--- src/rtl/serial_pattern_tx.sv ---
// serial_pattern_tx
//   Bit-serial pattern transmitter feeding the detector block. On an accepted
//   start it captures a WIDTH-bit pattern and a frame count, then shifts the
//   pattern out MSB-first, one bit per clock, for the requested number of
//   frames. Consecutive frames are separated by GAP idle cycles.
//
// Ports
//   clock       in   rising-edge clock
//   reset       in   synchronous, active-high reset
//   in_i        in   pattern, captured when start is accepted
//   repeat_i    in   frame count, captured when start is accepted (0 = reject)
//   start_i     in   level-sampled transmit request, honoured only in IDLE
//   sequence_o  out  registered serial data bit (0 when idle or in a gap)
//   valid_o     out  high while sequence_o carries a pattern bit
//   busy_o      out  high from the first bit through the last bit, gaps included
//   done_o      out  one-cycle pulse on the edge after the last bit

`timescale 1ns/1ps

module serial_pattern_tx #(
  parameter int WIDTH   = 4,
  parameter int COUNT_W = 4,
  parameter int GAP     = 1
) (
  input  logic               clock,
  input  logic               reset,
  input  logic [WIDTH-1:0]   in_i,
  input  logic [COUNT_W-1:0] repeat_i,
  input  logic               start_i,
  output logic               sequence_o,
  output logic               valid_o,
  output logic               busy_o,
  output logic               done_o
);

  localparam int BIT_W = $clog2(WIDTH);
  localparam int GAP_W = (GAP > 0) ? $clog2(GAP + 1) : 1;
  localparam logic [BIT_W-1:0] LAST_BIT = BIT_W'(WIDTH - 1);
  localparam logic [GAP_W-1:0] LAST_GAP = GAP_W'(GAP);

  typedef enum logic [1:0] {
    S_IDLE,
    S_SHIFT,
    S_GAP
  } state_e;

  state_e             state_q,    state_d;
  logic [WIDTH-1:0]   pattern_q,  pattern_d;
  logic [WIDTH-1:0]   shreg_q,    shreg_d;
  logic [BIT_W-1:0]   bitcnt_q,   bitcnt_d;
  logic [COUNT_W-1:0] frames_q,   frames_d;
  logic [GAP_W-1:0]   gapcnt_q,   gapcnt_d;
  logic               sequence_q, sequence_d;
  logic               valid_q,    valid_d;
  logic               busy_q,     busy_d;
  logic               done_q,     done_d;

  // State and output registers; every output comes straight from a flop.
  always_ff @(posedge clock) begin
    if (reset) begin
      state_q    <= S_IDLE;
      pattern_q  <= '0;
      shreg_q    <= '0;
      bitcnt_q   <= '0;
      frames_q   <= '0;
      gapcnt_q   <= '0;
      sequence_q <= 1'b0;
      valid_q    <= 1'b0;
      busy_q     <= 1'b0;
      done_q     <= 1'b0;
    end else begin
      state_q    <= state_d;
      pattern_q  <= pattern_d;
      shreg_q    <= shreg_d;
      bitcnt_q   <= bitcnt_d;
      frames_q   <= frames_d;
      gapcnt_q   <= gapcnt_d;
      sequence_q <= sequence_d;
      valid_q    <= valid_d;
      busy_q     <= busy_d;
      done_q     <= done_d;
    end
  end

  // Next-state logic. The registered outputs are computed for the cycle that
  // follows the edge, so the first bit appears on the same edge that accepts
  // start. shreg holds the bits still to be sent after the one on the wire,
  // and bitcnt is the index of the bit currently on the wire.
  always_comb begin
    state_d    = state_q;
    pattern_d  = pattern_q;
    shreg_d    = shreg_q;
    bitcnt_d   = bitcnt_q;
    frames_d   = frames_q;
    gapcnt_d   = gapcnt_q;
    sequence_d = 1'b0;
    valid_d    = 1'b0;
    busy_d     = 1'b0;
    done_d     = 1'b0;

    case (state_q)
      S_IDLE: begin
        if (start_i && (repeat_i != '0)) begin
          state_d    = S_SHIFT;
          pattern_d  = in_i;
          frames_d   = repeat_i;
          shreg_d    = in_i << 1;
          bitcnt_d   = '0;
          sequence_d = in_i[WIDTH-1];
          valid_d    = 1'b1;
          busy_d     = 1'b1;
        end
      end

      S_SHIFT: begin
        if (bitcnt_q != LAST_BIT) begin
          sequence_d = shreg_q[WIDTH-1];
          shreg_d    = shreg_q << 1;
          bitcnt_d   = bitcnt_q + 1'b1;
          valid_d    = 1'b1;
          busy_d     = 1'b1;
        end else begin
          // Last bit of a frame is on the wire; account for the frame.
          frames_d = frames_q - 1'b1;
          if (frames_q == COUNT_W'(1)) begin
            state_d = S_IDLE;
            done_d  = 1'b1;
          end else if (GAP > 0) begin
            state_d  = S_GAP;
            gapcnt_d = GAP_W'(1);
            busy_d   = 1'b1;
          end else begin
            // Back-to-back frames: restart from the captured pattern.
            sequence_d = pattern_q[WIDTH-1];
            shreg_d    = pattern_q << 1;
            bitcnt_d   = '0;
            valid_d    = 1'b1;
            busy_d     = 1'b1;
          end
        end
      end

      S_GAP: begin
        busy_d = 1'b1;
        // gapcnt counts gap cycles already shown on the wire.
        if (gapcnt_q == LAST_GAP) begin
          state_d    = S_SHIFT;
          sequence_d = pattern_q[WIDTH-1];
          shreg_d    = pattern_q << 1;
          bitcnt_d   = '0;
          valid_d    = 1'b1;
        end else begin
          gapcnt_d = gapcnt_q + 1'b1;
        end
      end

      default: begin
        state_d = S_IDLE;
      end
    endcase
  end

  assign sequence_o = sequence_q;
  assign valid_o    = valid_q;
  assign busy_o     = busy_q;
  assign done_o     = done_q;

endmodule

--- config.mk ---
export PLATFORM = sky130hd
export DESIGN_NAME = serial_pattern_tx
export DESIGN_NICKNAME = d
export VERILOG_FILES = /design/src/rtl/serial_pattern_tx.sv
export SDC_FILE = /design/constraint.sdc
export NUM_CORES = 1
export LEC_CHECK = 0
export ABC_AREA = 1
export CAP_MARGIN = 20
export CORE_MARGIN = 10
export CORE_UTILIZATION = 53
export CTS_CLUSTER_SIZE = 14
export DETAILED_ROUTE_END_ITERATION = 16
export GPL_TIMING_DRIVEN = 1
export PLACE_DENSITY = 0.77
export SLEW_MARGIN = 20
export SYNTH_ARGS = -nofsm -noshare
export SYNTH_HDL_FRONTEND = slang
export SYNTH_SLANG_ARGS = --single-unit
--- constraint.sdc ---
create_clock -name clock -period 1.69 [get_ports clock]
set_clock_uncertainty 0.15 [all_clocks]
set_input_delay 0.338 -clock clock [delete_from_list [all_inputs] [get_ports clock]]
set_output_delay 0.338 -clock clock [all_outputs]
set_load 0.02 [all_outputs]
==> flow_metrics.py <==
metrics = {
    "final_layout": {
        "fillers": 183,
        "drive_gt1_frac": 0.175,
        "layout_commonest_cell": "nand2_1",
        "syn_to_final_growth_pct": 25.5,
        "diodes": 0,
        "final_nets": 197,
        "final_cell_mix": "nand2_1 (35), inv_1 (18), dfxtp_1 (18)",
    },
    "worst_setup_path": {
        "critPathCaptureType": "flop",
        "r2r_start": "state_q[1]",
        "crit_chain": "inv_1 > ha_4 > buf_4 > nand3_1 > nand2_1 > nor2_1 > nand4_1 > nand2_1 > nor2_2",
        "max_stage_delay_ns": 0.38,
        "path_common_cell": "nand2_1",
        "worst_setup_path_start_kind": "flop",
        "r2r_cells": 9,
        "crit_fanout": 9,
        "timing.rr.end": "shreg_q[3]",
        "worstPathRequired_ns": 1.75,
        "cp.arrival_ns": 1.72,
        "cp_slowest_cell": "dfxtp_2",
        "crit_type": "flop to flop",
        "ff2ff_setup_slack_ns": 0.03,
    },
    "worst_hold_path": {
        "worstHoldPathType": "flop to flop",
        "min_to": "pattern_q[0]",
        "worstHoldStart": "pattern_q[0]",
        "hold_path_depth": 2,
    },
    "timing": {
        "whs_ns": 0.316,
        "slew_viol_final": 0,
        "fin_crit_ns": 1.66,
        "setup_viol": 0,
        "fmax_mhz": 602,
        "setup_slack_ns": 0.0281,
        "finalCritPeriodShare": 0.983,
        "fin_setup_tns_ns": 0,
        "worstMarginPinSlew_ns": 0.285,
        "finalHoldViolations": 0,
        "slew_headroom": 0.810,
    },
    "drt": {
        "drt-total-wl_um": 2640,
        "drt_iter0_drc": 38,
        "avgRoutedWirePerCell_um": 13.0,
        "drcViolationCount": 0,
        "ant_nets": 0,
        "viasPerCell": 5.43,
        "vias": 1108,
        "drtPass1Iterations": 4,
    },
    "logic_synthesis": {
        "synth_seq_cells": 20,
        "syn_inst": 154,
        "ys_warn_count": 0,
        "ys_seq_area_frac": 0.363,
        "synth_cell_types": 26,
        "synth_area_per_cell_sq_um": 7.17,
        "syn_nets": 172,
        "syn_area_sq_mm": 0.00110,
    },
    "grt": {
        "grt_usage": 0.119,
        "grt_max_degree": 11,
        "grt-ovfl-total": 0,
        "grt_pass1_vias": 986,
        "grt_pass1_wl_um": 4260,
        "antenna_found_initial": 0,
    },
    "floorplan": {
        "coreArea_sq_mm": 0.00196,
        "ios": 15,
        "die-area_sq_mm": 0.00431,
        "die_x_um": 65.6,
        "rows": 16,
        "start_util": 0.562,
        "die_y_um": 65.6,
    },
    "power": {
        "peakVddDrop_uv": 1270,
        "leakage_nw": 0.610,
        "powerDensity_mw_per_mm2": 1760,
    },
    "clocking": {
        "cts_buffers": 3,
        "cts_tree": "yes",
        "clock_path_buffers": 2,
        "htree_levels": 1,
        "worst_skew_pair.late_latency_ns": 0.29,
        "cts_hold_buf": 0,
        "clk_pin_slew_ns": 0.11,
        "cts.sinks": 20,
        "cts_root_buf": "clkbuf_4",
    },
    "place": {
        "gp_congestion": 0.871,
        "dp_slack_ns": -0.0975,
        "port-buffer-count": 14,
        "dp_hpwl_um": 2040,
    },
    "job": {
        "max-cap-violations": 0,
    },
    "status": {
        "run_status": "finished clean",
    },
}
[how the worst max path moves through the flow]
stage | end | depth (start not counted) | slack (ns) | start
2_1_floorplan | shreg_q[2] | 9 | 0.22 | state_q[0]
3_3_place_gp | shreg_q[3] | 10 | -0.05 | repeat_i[1]
3_5_place_dp | shreg_q[3] | 10 | -0.1 | repeat_i[1]
4_1_cts | shreg_q[3] | 8 | 0.04 | state_q[0]
5_1_grt | shreg_q[3] | 9 | -0.07 | state_q[1]
6_report | shreg_q[3] | 9 | 0.03 | state_q[1]
[metal layers]
layer  GRT usage  wire, um
met5           0         0
met4      0.0455        37
met3      0.0271       155
met2       0.193      1220
met1       0.149      1230
[flip-flops by register name, indices dropped and copies added (netlist names)]
signal	flops
shreg_q	3
sequence_o	1
gapcnt_q	1
bitcnt_q	2
busy_o	1
pattern_q	4
state_q	2
frames_q	4
valid_o	1
done_o	1
[final cells by class]
type	count	area (sq um)	share of cell area
clock buffer	3	22.5	0.0163
tap	27	33.8	0.0244
multi-input combinational	108	633	0.457
inverter	22	82.6	0.0596
sequential	20	403	0.291
timing repair buffer	24	210	0.152
[Yosys cell counts (all sizes together)]
| master | n | area share |
|---|---|---|
| a21oi | 15 | 0.071 |
| a22oi | 1 | 0.0068 |
| a31o | 1 | 0.0079 |
| a31oi | 2 | 0.011 |
| buf | 4 | 0.026 |
| clkinv | 1 | 0.0034 |
| dfxtp | 20 | 0.36 |
| ha | 7 | 0.079 |
| inv | 21 | 0.071 |
| nand2 | 38 | 0.14 |
| nand3 | 14 | 0.075 |
| nand4 | 7 | 0.040 |
| nor2 | 12 | 0.045 |
| nor3 | 1 | 0.0045 |
| o211ai | 1 | 0.0068 |
| o21a | 1 | 0.0079 |
| o21ai | 8 | 0.040 |
[logic make-up after synthesis]
group           share of synthesized area
buf+inv                             0.101
simple gates                        0.305
flops                               0.363
fa+ha+maj                          0.0794
compound gates                      0.152
[worst max-delay path, delay by kind of cell, from the launching register on]
| kind | cells | cell delay, ns |
|---|---|---|
| buf+inv | 2 | 0.26 |
| fa+ha+maj | 1 | 0.22 |
| simple gates | 6 | 0.57 |
| flops | 1 | 0.38 |
[report_power, final]
part / internal [mW] / switching, mW / leakage [nW]
registers: 0.629 / 0.0947 / 0.165
clock network: 0.0829 / 0.136 / 0.0138
logic: 0.604 / 0.885 / 0.431
[repair_timing]
| action | 4_1_cts | 5_1_grt |
|---|---|---|
| hold endpoints to repair | 0 | 0 |
| endpoints found under the setup margin | 4 | 11 |
| gates resized for setup | 4 | 10 |
| setup buffers | 0 | 0 |
[per-stage QoR]
stage / instances / area, sq um / power [mW] / utilization
after floorplan: 154 / 1100 / 1.73 / -
after global placement: 201 / 1320 / 2.04 / 0.675
after detailed placement: 201 / 1320 / 2.09 / 0.675
after CTS: 204 / 1340 / 2.29 / 0.684
after global routing: 204 / 1390 / 2.65 / 0.706
final: 204 / 1390 / 2.43 / 0.706
(Power assumes the default switching activity.)
